--- config.mk ---
export PLATFORM = sky130hd
export DESIGN_NAME = axis_lfsr_crc_engine
export DESIGN_NICKNAME = d
export VERILOG_FILES = /design/src/rtl/axis_lfsr_crc_engine.sv
export SDC_FILE = /design/constraint.sdc
export NUM_CORES = 1
export LEC_CHECK = 0
export CAP_MARGIN = 20
export CORE_MARGIN = 2
export CORE_UTILIZATION = 45
export DETAILED_ROUTE_END_ITERATION = 12
export PLACE_DENSITY = 0.74
export SLEW_MARGIN = 20
export SYNTH_ARGS = -nofsm -noshare
export SYNTH_HDL_FRONTEND = slang
export SYNTH_SLANG_ARGS = --single-unit
--- constraint.sdc ---
create_clock -name clk_i -period 9.2 [get_ports clk_i]
set_input_delay 1.38 -clock clk_i [delete_from_list [all_inputs] [get_ports clk_i]]
set_output_delay 1.38 -clock clk_i [all_outputs]
set_load 0.02 [all_outputs]
--- src/rtl/axis_lfsr_crc_engine.sv ---
// Runtime-configurable LFSR/CRC engine: PRBS generation, per-packet CRC append and PRBS checking
// between AXI-Stream ports, with a registered output stage.
module axis_lfsr_crc_engine #(
    parameter int unsigned DATA_WIDTH    = 16,
    parameter int unsigned CRC_WIDTH     = 16,
    parameter int unsigned ERR_CNT_WIDTH = 32
) (
    input  logic                     clk_i,
    input  logic                     rstn_i,
    input  logic                     en_i,
    input  logic [1:0]               mode_i,
    input  logic [DATA_WIDTH-1:0]    poly_i,
    input  logic [DATA_WIDTH-1:0]    seed_i,
    input  logic [CRC_WIDTH-1:0]     crc_init_i,
    input  logic [DATA_WIDTH-1:0]    s_axis_tdata,
    input  logic                     s_axis_tvalid,
    input  logic                     s_axis_tlast,
    output logic                     s_axis_tready,
    output logic [DATA_WIDTH-1:0]    m_axis_tdata,
    output logic                     m_axis_tvalid,
    output logic                     m_axis_tlast,
    input  logic                     m_axis_tready,
    output logic [ERR_CNT_WIDTH-1:0] err_cnt_o
);

    if (CRC_WIDTH < 1 || CRC_WIDTH > DATA_WIDTH) begin : g_bad_crc_width
        $error("CRC_WIDTH must be in 1..DATA_WIDTH");
    end

    typedef enum logic [0:0] {StData, StCrc} state_e;

    localparam logic [1:0] ModeCrc = 2'd1;
    localparam logic [1:0] ModeChk = 2'd2;

    function automatic logic [DATA_WIDTH-1:0] lfsr_step(input logic [DATA_WIDTH-1:0] v,
                                                        input logic [DATA_WIDTH-1:0] poly);
        return (v << 1) ^ (v[DATA_WIDTH-1] ? poly : '0);
    endfunction

    function automatic logic [CRC_WIDTH-1:0] crc_update(input logic [CRC_WIDTH-1:0]  crc,
                                                        input logic [DATA_WIDTH-1:0] d,
                                                        input logic [CRC_WIDTH-1:0]  poly);
        logic [CRC_WIDTH-1:0] c;
        c = crc;
        for (int i = int'(DATA_WIDTH) - 1; i >= 0; i--) begin
            c = (c << 1) ^ ((c[CRC_WIDTH-1] ^ d[i]) ? poly : '0);
        end
        return c;
    endfunction

    state_e                   state_q, state_d;
    logic [DATA_WIDTH-1:0]    lfsr_q, lfsr_d;
    logic                     lfsr_fresh_q, lfsr_fresh_d;
    logic [CRC_WIDTH-1:0]     crc_q, crc_d;
    logic                     crc_fresh_q, crc_fresh_d;
    logic [DATA_WIDTH-1:0]    data_q, data_d;
    logic                     valid_q, valid_d;
    logic                     last_q, last_d;
    logic [ERR_CNT_WIDTH-1:0] err_q, err_d;

    logic [DATA_WIDTH-1:0]    lfsr_cur;
    logic [CRC_WIDTH-1:0]     crc_cur;
    logic [DATA_WIDTH-1:0]    crc_ext;
    logic                     load_ok;
    logic                     s_ready;

    // The fresh flags stand in for "register holds seed_i / crc_init_i", so reset and en_i=0
    // both start from the port values without an asynchronous load of a non-constant.
    always_comb begin
        lfsr_cur               = lfsr_fresh_q ? seed_i : lfsr_q;
        crc_cur                = crc_fresh_q ? crc_init_i : crc_q;
        crc_ext                = '0;
        crc_ext[CRC_WIDTH-1:0] = crc_cur;
        load_ok                = ~valid_q | m_axis_tready;

        state_d      = state_q;
        lfsr_d       = lfsr_q;
        lfsr_fresh_d = lfsr_fresh_q;
        crc_d        = crc_q;
        crc_fresh_d  = crc_fresh_q;
        data_d       = data_q;
        valid_d      = valid_q;
        last_d       = last_q;
        err_d        = err_q;
        s_ready      = 1'b0;

        if (!en_i) begin
            state_d      = StData;
            lfsr_fresh_d = 1'b1;
            crc_fresh_d  = 1'b1;
            data_d       = '0;
            valid_d      = 1'b0;
            last_d       = 1'b0;
            err_d        = '0;
        end else begin
            if (valid_q && m_axis_tready) begin
                valid_d = 1'b0;
            end
            if (mode_i == ModeCrc) begin
                if (state_q == StData) begin
                    s_ready = load_ok;
                    if (s_axis_tvalid && load_ok) begin
                        data_d      = s_axis_tdata;
                        last_d      = 1'b0;
                        valid_d     = 1'b1;
                        crc_d       = crc_update(crc_cur, s_axis_tdata, poly_i[CRC_WIDTH-1:0]);
                        crc_fresh_d = 1'b0;
                        if (s_axis_tlast) begin
                            state_d = StCrc;
                        end
                    end
                end else if (load_ok) begin
                    data_d      = crc_ext;
                    last_d      = 1'b1;
                    valid_d     = 1'b1;
                    crc_fresh_d = 1'b1;
                    state_d     = StData;
                end
            end else if (mode_i == ModeChk) begin
                s_ready = 1'b1;
                valid_d = 1'b0;
                if (s_axis_tvalid) begin
                    if (s_axis_tdata != lfsr_cur && err_q != '1) begin
                        err_d = err_q + ERR_CNT_WIDTH'(1);
                    end
                    lfsr_d       = lfsr_step(lfsr_cur, poly_i);
                    lfsr_fresh_d = 1'b0;
                end
            end else if (load_ok) begin
                data_d       = lfsr_cur;
                last_d       = 1'b0;
                valid_d      = 1'b1;
                lfsr_d       = lfsr_step(lfsr_cur, poly_i);
                lfsr_fresh_d = 1'b0;
            end
        end
    end

    always_ff @(posedge clk_i or negedge rstn_i) begin
        if (!rstn_i) begin
            state_q      <= StData;
            lfsr_q       <= '0;
            lfsr_fresh_q <= 1'b1;
            crc_q        <= '0;
            crc_fresh_q  <= 1'b1;
            data_q       <= '0;
            valid_q      <= 1'b0;
            last_q       <= 1'b0;
            err_q        <= '0;
        end else begin
            state_q      <= state_d;
            lfsr_q       <= lfsr_d;
            lfsr_fresh_q <= lfsr_fresh_d;
            crc_q        <= crc_d;
            crc_fresh_q  <= crc_fresh_d;
            data_q       <= data_d;
            valid_q      <= valid_d;
            last_q       <= last_d;
            err_q        <= err_d;
        end
    end

    assign s_axis_tready = s_ready;
    assign m_axis_tdata  = data_q;
    assign m_axis_tvalid = valid_q;
    assign m_axis_tlast  = last_q;
    assign err_cnt_o     = err_q;

endmodule

-- After elaboration in Yosys (flattened, before gate mapping)
Index checks and enable logic that the tools add are counted.
- register bits: 85
- input port bits: 72
- output and inout port bits: 51
- logic and storage cells: 138
- add/sub/neg operators: 1
- eq/ne operators: 17
- multiplexer cells: 64
- bitwise operators: 37
- reductions and logical operators: 10
- operators by type and width (kind ; count):
    two-way mux 16 bit ; 29
    bitwise XOR 16 bit ; 17
    two-way mux 32 bit ; 5
    adder 32 x 1 -> 32 bit (second input constant) ; 1
    inequality test 32 bit (second input constant) ; 1
    two-way mux 1 bit ; 30
    inequality test 16 bit ; 1
    AND reduction 4 bit ; 4
    bitwise XOR 1 bit ; 16
    inequality test 3 x 1 -> 1 bit (second input constant) ; 3
    inequality test 2 x 1 -> 1 bit (second input constant) ; 4
    inequality test 3 bit (second input constant) ; 2
    AND reduction 3 bit ; 2
    inequality test 2 bit (second input constant) ; 2
    inequality test 4 x 3 -> 1 bit (second input constant) ; 1
    logical AND 1 bit ; 3
    inequality test 3 x 2 -> 1 bit (second input constant) ; 1
    inverter 1 bit ; 3
    equality test 2 x 1 -> 1 bit (second input constant) ; 1
    equality test 2 bit (second input constant) ; 1
    nonzero test 2 bit ; 1
    OR 1 bit ; 1

-- Logic depth before layout (Yosys ltp)
Gate-level depths: netlist of the first run.
- word-level depth: 49
- gate-level depth with buffers: 33
- mapped depth without buffers: 24

-- Worst setup path before layout of the first run
Ideal clock, no wire load.
- path type: input to register
- from: input s_axis_tdata[14]
- to: register crc_q[4]
- library setup time: 132 ps
- arrival time: 7487 ps
- data required time: 9068 ps
- slack: 1581 ps
- stages: 27
- path buffers: 3
- path through: clkbuf_1 -> nor2b_1 -> mux2i_2 -> a211oi_1 -> or4b_4 -> xor2_1 -> xnor2_1 -> mux2i_2 -> nor2_1 -> mux2i_4 -> xor2_2 -> nor2_1 -> xnor3_1 -> xnor2_1 -> and3_1 -> o32a_1 -> xnor2_2 -> mux2i_1 -> or4_4 -> and2_1 -> buf_6 -> buf_2 -> o211a_1 -> nor3_1 -> xnor2_1 -> xnor2_1 -> o21ai_1
- word-level cells in the longest chain between the ends: 45
- RTL lines (item ; line ; text):
    start, declared ; 15 ; input logic [DATA_WIDTH-1:0] s_axis_tdata,
    bitwise XOR 1 bit * ; 46 ; c = (c << 1) ^ ((c[CRC_WIDTH-1] ^ d[i]) ? poly : '0);
    two-way mux 16 bit * ; 46 ;
    bitwise XOR 16 bit * ; 46 ;
    bitwise XOR 1 bit ; 46 ;
    two-way mux 16 bit ; 46 ;
    bitwise XOR 16 bit * ; 46 ;
    bitwise XOR 1 bit ; 46 ;
    two-way mux 16 bit ; 46 ;
    (+29 left out) ; -- ;
    two-way mux 16 bit ; 46 ;
    bitwise XOR 16 bit * ; 46 ;
    bitwise XOR 1 bit ; 46 ;
    two-way mux 16 bit ; 46 ;
    bitwise XOR 16 bit * ; 46 ;
    bitwise XOR 1 bit ; 46 ;
    two-way mux 16 bit ; 46 ;
    bitwise XOR 16 bit * ; 46 ;
    end signal, assigned ; 154 ; crc_q <= crc_d;
    end, declared ; 54 ; logic [CRC_WIDTH-1:0] crc_q, crc_d;
Mark *: on every way between the ends. The rest lies on a longest branch, timed or not.
A chain may end at the register's enable or synchronous reset.

-- Worst setup path in the final report of the first run
- from: input crc_init_i[14]
- to: register crc_q[11]
- word-level cells in the longest chain between the ends: 47
- RTL lines (item ; line ; text):
    start, declared ; 14 ; input logic [CRC_WIDTH-1:0] crc_init_i,
    two-way mux 16 bit * ; 71 ; crc_cur = crc_fresh_q ? crc_init_i : crc_q;
    bitwise XOR 16 bit * ; 46 ;
    bitwise XOR 1 bit * ; 46 ;
    two-way mux 16 bit * ; 46 ;
    bitwise XOR 16 bit * ; 46 ;
    bitwise XOR 1 bit ; 46 ;
    two-way mux 16 bit ; 46 ;
    bitwise XOR 16 bit * ; 46 ;
    (+31 left out) ; -- ;
    two-way mux 16 bit ; 46 ;
    bitwise XOR 16 bit * ; 46 ;
    bitwise XOR 1 bit ; 46 ;
    two-way mux 16 bit ; 46 ;
    bitwise XOR 16 bit * ; 46 ;
    bitwise XOR 1 bit ; 46 ;
    two-way mux 16 bit ; 46 ;
    bitwise XOR 16 bit * ; 46 ;
Marked as above.

==> flow_summary.yaml, run 1 <==
timing:
  slew_headroom_pct: 38.4
  max_freq_mhz: 116
  final.setup.tns_ns: 0
  period_share_pct: 93.4
  rsz0062_at_grt: "no"
  tightest_slew_ns: 0.919
  drv_slew: 0
  clock_skew_ns: 0.00606
  setup_viol: 0
  period_needed_ns: 8.60
  hold_viol: 0
drt:
  drt_drc_violations_left: 0
  wl_per_cell_um: 18.6
  ant_nets: 0
  drt-total-wl_mm: 33.1
  first_pass_iters: 5
  num_vias: 10400
  via_per_inst: 5.86
  drt_iter0_drc: 1171
global_routing:
  antenna_found_initial: 0
  grt_overflow: 0
  met2_usage_pct: 42.3
  grt_pass1_wl_mm: 52.2
  use_met1_pct: 37.3
  grt.total_usage_pct: 26.5
  grt_pass1_vias: 9558
  busiest_layer: "met2"
  grt_max_degree: 65
  grt_use_met3_pct: 4.43
logic_synthesis:
  ys_top_cells_by_area: "dfrtp_1 19%, xnor2_1 19%, nand2_1 9.0%"
  syn_inst: 1374
  synth_seq_area_share_pct: 20.0
  ys_ff_latch: 85
  synth_flop_cell: "dfrtp_1"
  async_flop_share_pct: 100
  synth_commonest_cells: "257 x nand2_1, 233 x xnor2_1, 83 x dfrtp_1, 75 x clkbuf_1, 71 x nor2_1"
  synth_nets: 1447
  yosysWarnings: 0
  synth-edff-count: 0
  synth_top_area_share_pct: 19.5
  yosys.area.top_type: "dfrtp_1"
  yosysMostFrequentCell: "nand2_1"
  synth_cell_type_count: 94
  syn_area_per_cell_um2: 7.77
  netlist_area_um2: 10700
critical_path:
  crit_required_ns: 9.47
  rrSetupSlack_ns: 0.97
  cp.arrival_ns: 8.87
  crit_path_max_fanout: 15
  worstSetupPathType: "input port to register"
  crit_path_start_kind: "input port"
  end_kind: "register"
placement:
  gp_congestion: 0.966
  dpl.hpwl_mm: 25.2
  io_buffer_count: 122
cells_and_area:
  drive_gt1_share_pct: 10.4
  syn2layout_area_growth_pct: 17.5
  multi_input_area_um2: 8000
  antenna_cells_inserted: 0
  layout.nets: 1531
  fill_cells: 2205
  regArea_um2: 2130
clocking:
  cts-resized-gates: 0
  cts_tree: "built"
  clk_path_buf_depth: 2
  htreeDepth: 3
  cts_root_buffer: "clkbuf_16"
  clk_pin_slew_ns: 0.06
  clock_sinks: 85
  clk_latency_ns: 0.35
  ctsHoldBuffers: 0
  post_cts_buffers: 0
  cts-buffers-inserted: 9
run_status:
  status: "finished clean"
job:
  maxCapViolCount: 0
floorplanning:
  die_w_um: 158
  die_area_um2: 25000
  coreArea_um2: 23400
  io_pins: 123
  start_util_pct: 45.6
  row_count: 56
  die_h_um: 158
min_path:
  hp-class: "register to register"
## worst paths after layout
check | from | endpoint | depth (start not counted)
worst min register to register | lfsr_q[7]$_DFFE_PN0P_ | lfsr_q[7]$_DFFE_PN0P_ | 2
worst max register to register | crc_fresh_q$_DFFE_PN1P_ | crc_q[11]$_DFFE_PN0P_ | 27
min in group asynchronous | rstn_i | err_cnt_o[24]$_DFFE_PN0P_ | 1
worst max-delay path | crc_init_i[14] | crc_q[11]$_DFFE_PN0P_ | 27
max in group asynchronous | rstn_i | lfsr_q[11]$_DFFE_PN0P_ | 2
worst min-delay path | lfsr_q[7]$_DFFE_PN0P_ | lfsr_q[7]$_DFFE_PN0P_ | 2
## per-stage QoR
stage                     instance area [um^2]  hold slack (ns)  util (%)  cells  worst slack, ns
after floorplan                          10700            0.446         -   1374             1.58
after global placement                   12300            0.459      52.4   1766            0.511
after detailed placement                 12300            0.469      52.4   1766            0.316
after CTS                                12500            0.482      53.5   1781            0.646
after global routing                     12500            0.511      53.6   1781           0.0773
final                                    12500            0.481      53.6   1781            0.605
## final cells by class
type | instances | area share, %
multi-input combinational | 1163 | 63.8
timing repair buffer | 177 | 13.2
clock inverter | 5 | 0.279
sequential | 85 | 17.0
tap | 319 | 3.18
inverter | 22 | 0.659
clock buffer | 10 | 1.91
## routing by layer
layer | part of all wire, % | wire (um)
met2 | 46 | 15300
met4 | 2.4 | 796
met3 | 7.3 | 2430
met1 | 44 | 14600
met5 | 0 | 0
## cell families after synthesis
logic type / share of synthesized area [%]
compound gates: 19.2
xor+xnor: 25.5
fa+ha+maj: 0.117
buf+inv: 5.26
flops: 20.0
mux: 6.33
simple gates: 23.6
## flip-flops by register name (all words and copies together), names as in the netlist
signal / count
crc_fresh_q: 1
crc_q: 16
err_cnt_o: 32
lfsr_fresh_q: 1
lfsr_q: 16
m_axis_tdata: 16
m_axis_tlast: 1
m_axis_tvalid: 1
state_q: 1
## cells in the final DEF (no fill, tap or decap), types with 6 or more instances in the layout
master,count
or3_1,10
nor4_1,8
a211oi_1,23
xor2_1,21
xnor2_1,232
clkdlybuf4s50_1,120
a211o_1,12
nor2_1,71
o21ai_1,39
and2_1,41
xnor2_2,7
o31ai_1,9
nand3_1,60
clkbuf_16,9
o211a_1,11
o211ai_1,13
nand4_1,15
and3_1,7
o32ai_2,8
xnor3_1,11
o21ai_0,42
nand2_1,257
and4_1,6
o22ai_1,21
nor3_1,38
dfrtp_1,83
mux2i_1,33
buf_4,54
inv_1,19
nor2b_1,6
a21oi_1,38
mux2_2,19
## critical path, stage by stage
cell	delay [ns]
clkdlybuf4s50_1	0.44
mux2i_4	0.28
xor2_1	0.41
buf_4	0.27
nor3_1	0.07
or4b_4	0.55
xnor2_2	0.22
a2111oi_1	0.52
a211oi_2	0.11
a31oi_4	0.23
xnor2_4	0.20
xor2_2	0.38
nor2_1	0.10
xnor3_1	0.39
xnor2_1	0.37
a211oi_1	0.14
o311ai_1	0.45
o21ai_1	0.17
o22ai_2	0.31
mux2i_4	0.40
xor2_4	0.23
buf_4	0.28
nor3_1	0.07
a311oi_1	0.24
o311ai_1	0.14
xnor3_1	0.38
o21ai_1	0.12
Power of run 1 is left out: the tool's default activity adds up to more than one toggle a clock period on the data nets, which glitch-free logic cannot reach.
==> run 2: changes to the inputs <==
Settings changed: PLACE_DENSITY 0.74 to 0.66, SKIP_LAST_GASP from default to 1.
==> run 2 against run 1 <==
  * Critical path type unchanged
  * Routed wire length is 0.53% lower
  * Via count is 1.1% lower
  * Flip-flop and latch count stayed put
  * Sequential share of layout area hardly changed
==> flow_summary.yaml, run 2 (synthesized netlist as in run 1, its figures left out) <==
clocking:
  clk_latency_ns: 0.35
  post_cts_buffers: 0
  cts_root_buffer: "clkbuf_16"
  clk_pin_slew_ns: 0.07
  cts-buffers-inserted: 9
  ctsHoldBuffers: 0
  htreeDepth: 3
  cts-resized-gates: 0
  cts_tree: "built"
  clk_path_buf_depth: 2
  clock_sinks: 85
floorplanning:
  io_pins: 123
  die_w_um: 158
  die_h_um: 158
  start_util_pct: 45.6
  coreArea_um2: 23400
  die_area_um2: 25000
  row_count: 56
drt:
  highest_layer: "met4"
  first_pass_iters: 7
  drt_iter0_drc: 1028
  met3WireLength_mm: 1.95
  ant_nets: 0
  via_per_inst: 5.79
  met2_length_mm: 15.1
  wl_met1_mm: 14.9
  wl_per_cell_um: 18.5
  drt-total-wl_mm: 32.9
  drt_drc_violations_left: 0
  num_vias: 10300
global_routing:
  grt_pass1_wl_mm: 53.1
  antenna_found_initial: 0
  grt_max_degree: 63
  grt_pass1_vias: 9782
  grt_overflow: 0
  grt.total_usage_pct: 26.9
placement:
  gp_congestion: 0.946
  io_buffer_count: 122
  place_ws_ns: 0.244
  dpl.hpwl_mm: 24.9
timing:
  period_share_pct: 94.1
  period_needed_ns: 8.65
  drv_slew: 0
  clock_skew_ns: 0.00723
  max_freq_mhz: 116
  final.setup.tns_ns: 0
  slew_headroom_pct: 36.5
  setup_viol: 0
  rsz0062_at_grt: "no"
  setup_ws_ns: 0.546
  hold_viol: 0
  tightest_slew_ns: 0.946
cells_and_area:
  drive_gt1_share_pct: 10.6
  largest_reg_flops: 32
  mostFrequentLayoutCells: "257 x nand2_1, 232 x xnor2_1, 120 x clkdlybuf4s50_1"
  fin_util_pct: 53.6
  layout.nets: 1533
  antenna_cells_inserted: 0
  final_common_cell: "nand2_1"
  syn2layout_area_growth_pct: 17.5
critical_path:
  regToRegStartpoint: "crc_fresh_q$_DFFE_PN1P_"
  end_kind: "register"
  crit_path_max_fanout: 36
  rr_worst_depth: 27
  worstSetupPathType: "input port to register"
  cp.arrival_ns: 8.88
  max_stage_delay_ns: 0.59
  crit_path_start_kind: "input port"
  crit_buf_inv: 2
  rrSetupSlack_ns: 0.92
  critPathTopFamily: "compound AO/OA/AOI/OAI gates"
  crit_slowest_cell: "or4b_4"
  crit_top_cell: "xnor2_2"
  reg2reg_to: "crc_q[11]$_DFFE_PN0P_"
  crit_required_ns: 9.42
job:
  maxCapViolCount: 0
min_path:
  hp-class: "register to register"
  holdPathStages: 2
  min_from: "lfsr_q[0]$_DFFE_PN0P_"
  hold_end: "lfsr_q[0]$_DFFE_PN0P_"
run_status:
  status: "finished clean"
## run 2: changes by cell type in the layout (fill, tap and decap cells not counted), sizes merged
cell / delta
inv: +3
buf: +2
clkinv: -2
## run 2: per-stage QoR
step	cell area, um^2	hold WS [ns]	instances
3_5_place_dp	12200	0.466	1768
2_1_floorplan	10700	0.446	1374
5_1_grt	12500	0.499	1784
3_3_place_gp	12200	0.459	1768
4_1_cts	12500	0.481	1784
6_report	12500	0.481	1784
## run 2: metal layers
metal | up-vias | track usage, %
met1 | 4951 | 37.4
met2 | 367 | 42.7
li1 | 4945 | -
met5 | - | 0
met3 | 62 | 4.19
met4 | 0 | 8.67
## run 2: how the worst max path moves through the flow
stage,to,cells after the start,from
CTS,crc_q[11]$_DFFE_PN0P_,27,crc_init_i[14]
global placement,crc_q[11]$_DFFE_PN0P_,27,crc_init_i[14]
floorplan,crc_q[4]$_DFFE_PN0P_,27,s_axis_tdata[14]
global route,crc_q[11]$_DFFE_PN0P_,26,crc_init_i[14]
detailed placement,crc_q[11]$_DFFE_PN0P_,27,crc_init_i[14]
finish,crc_q[13]$_DFFE_PN0P_,26,crc_init_i[14]
## run 2: worst reg2reg max path: stages (launching register included)
cell      delay, ns
dfstp_2        0.98
mux2i_4        0.42
xor2_2         0.14
buf_4          0.22
o31a_1         0.34
o21a_2         0.23
nor3_1         0.42
nor2_1         0.12
o221ai_1       0.27
o21a_1         0.48
mux2i_4        0.38
xor2_2         0.35
nor2_1         0.11
xnor3_1        0.40
xnor2_1        0.37
and4_1         0.29
o32a_1         0.26
nand2_1        0.12
buf_4          0.20
o22ai_2        0.20
mux2i_4        0.38
xnor2_2        0.24
buf_4          0.35
a211oi_1       0.09
a311oi_1       0.22
o311ai_1       0.14
xnor3_1        0.38
o21ai_1        0.05
## run 2: layout make-up
type	count	area (um^2)
Fill cell	2274	10900
Multi-Input combinational cell	1163	8000
Tap cell	319	399
Clock inverter	6	51.3
Clock buffer	10	239
Inverter	22	82.6
Sequential cell	85	2130
Timing Repair Buffer	179	1640
Power of run 2 is left out for the same reason.
==> run 3: changes to the inputs <==
Settings changed: CTS_CLUSTER_SIZE from default to 40.
==> results of run 3 <==
Final layout, timing and power as in run 2 (identical DEF).
Power of run 3 is left out for the same reason.
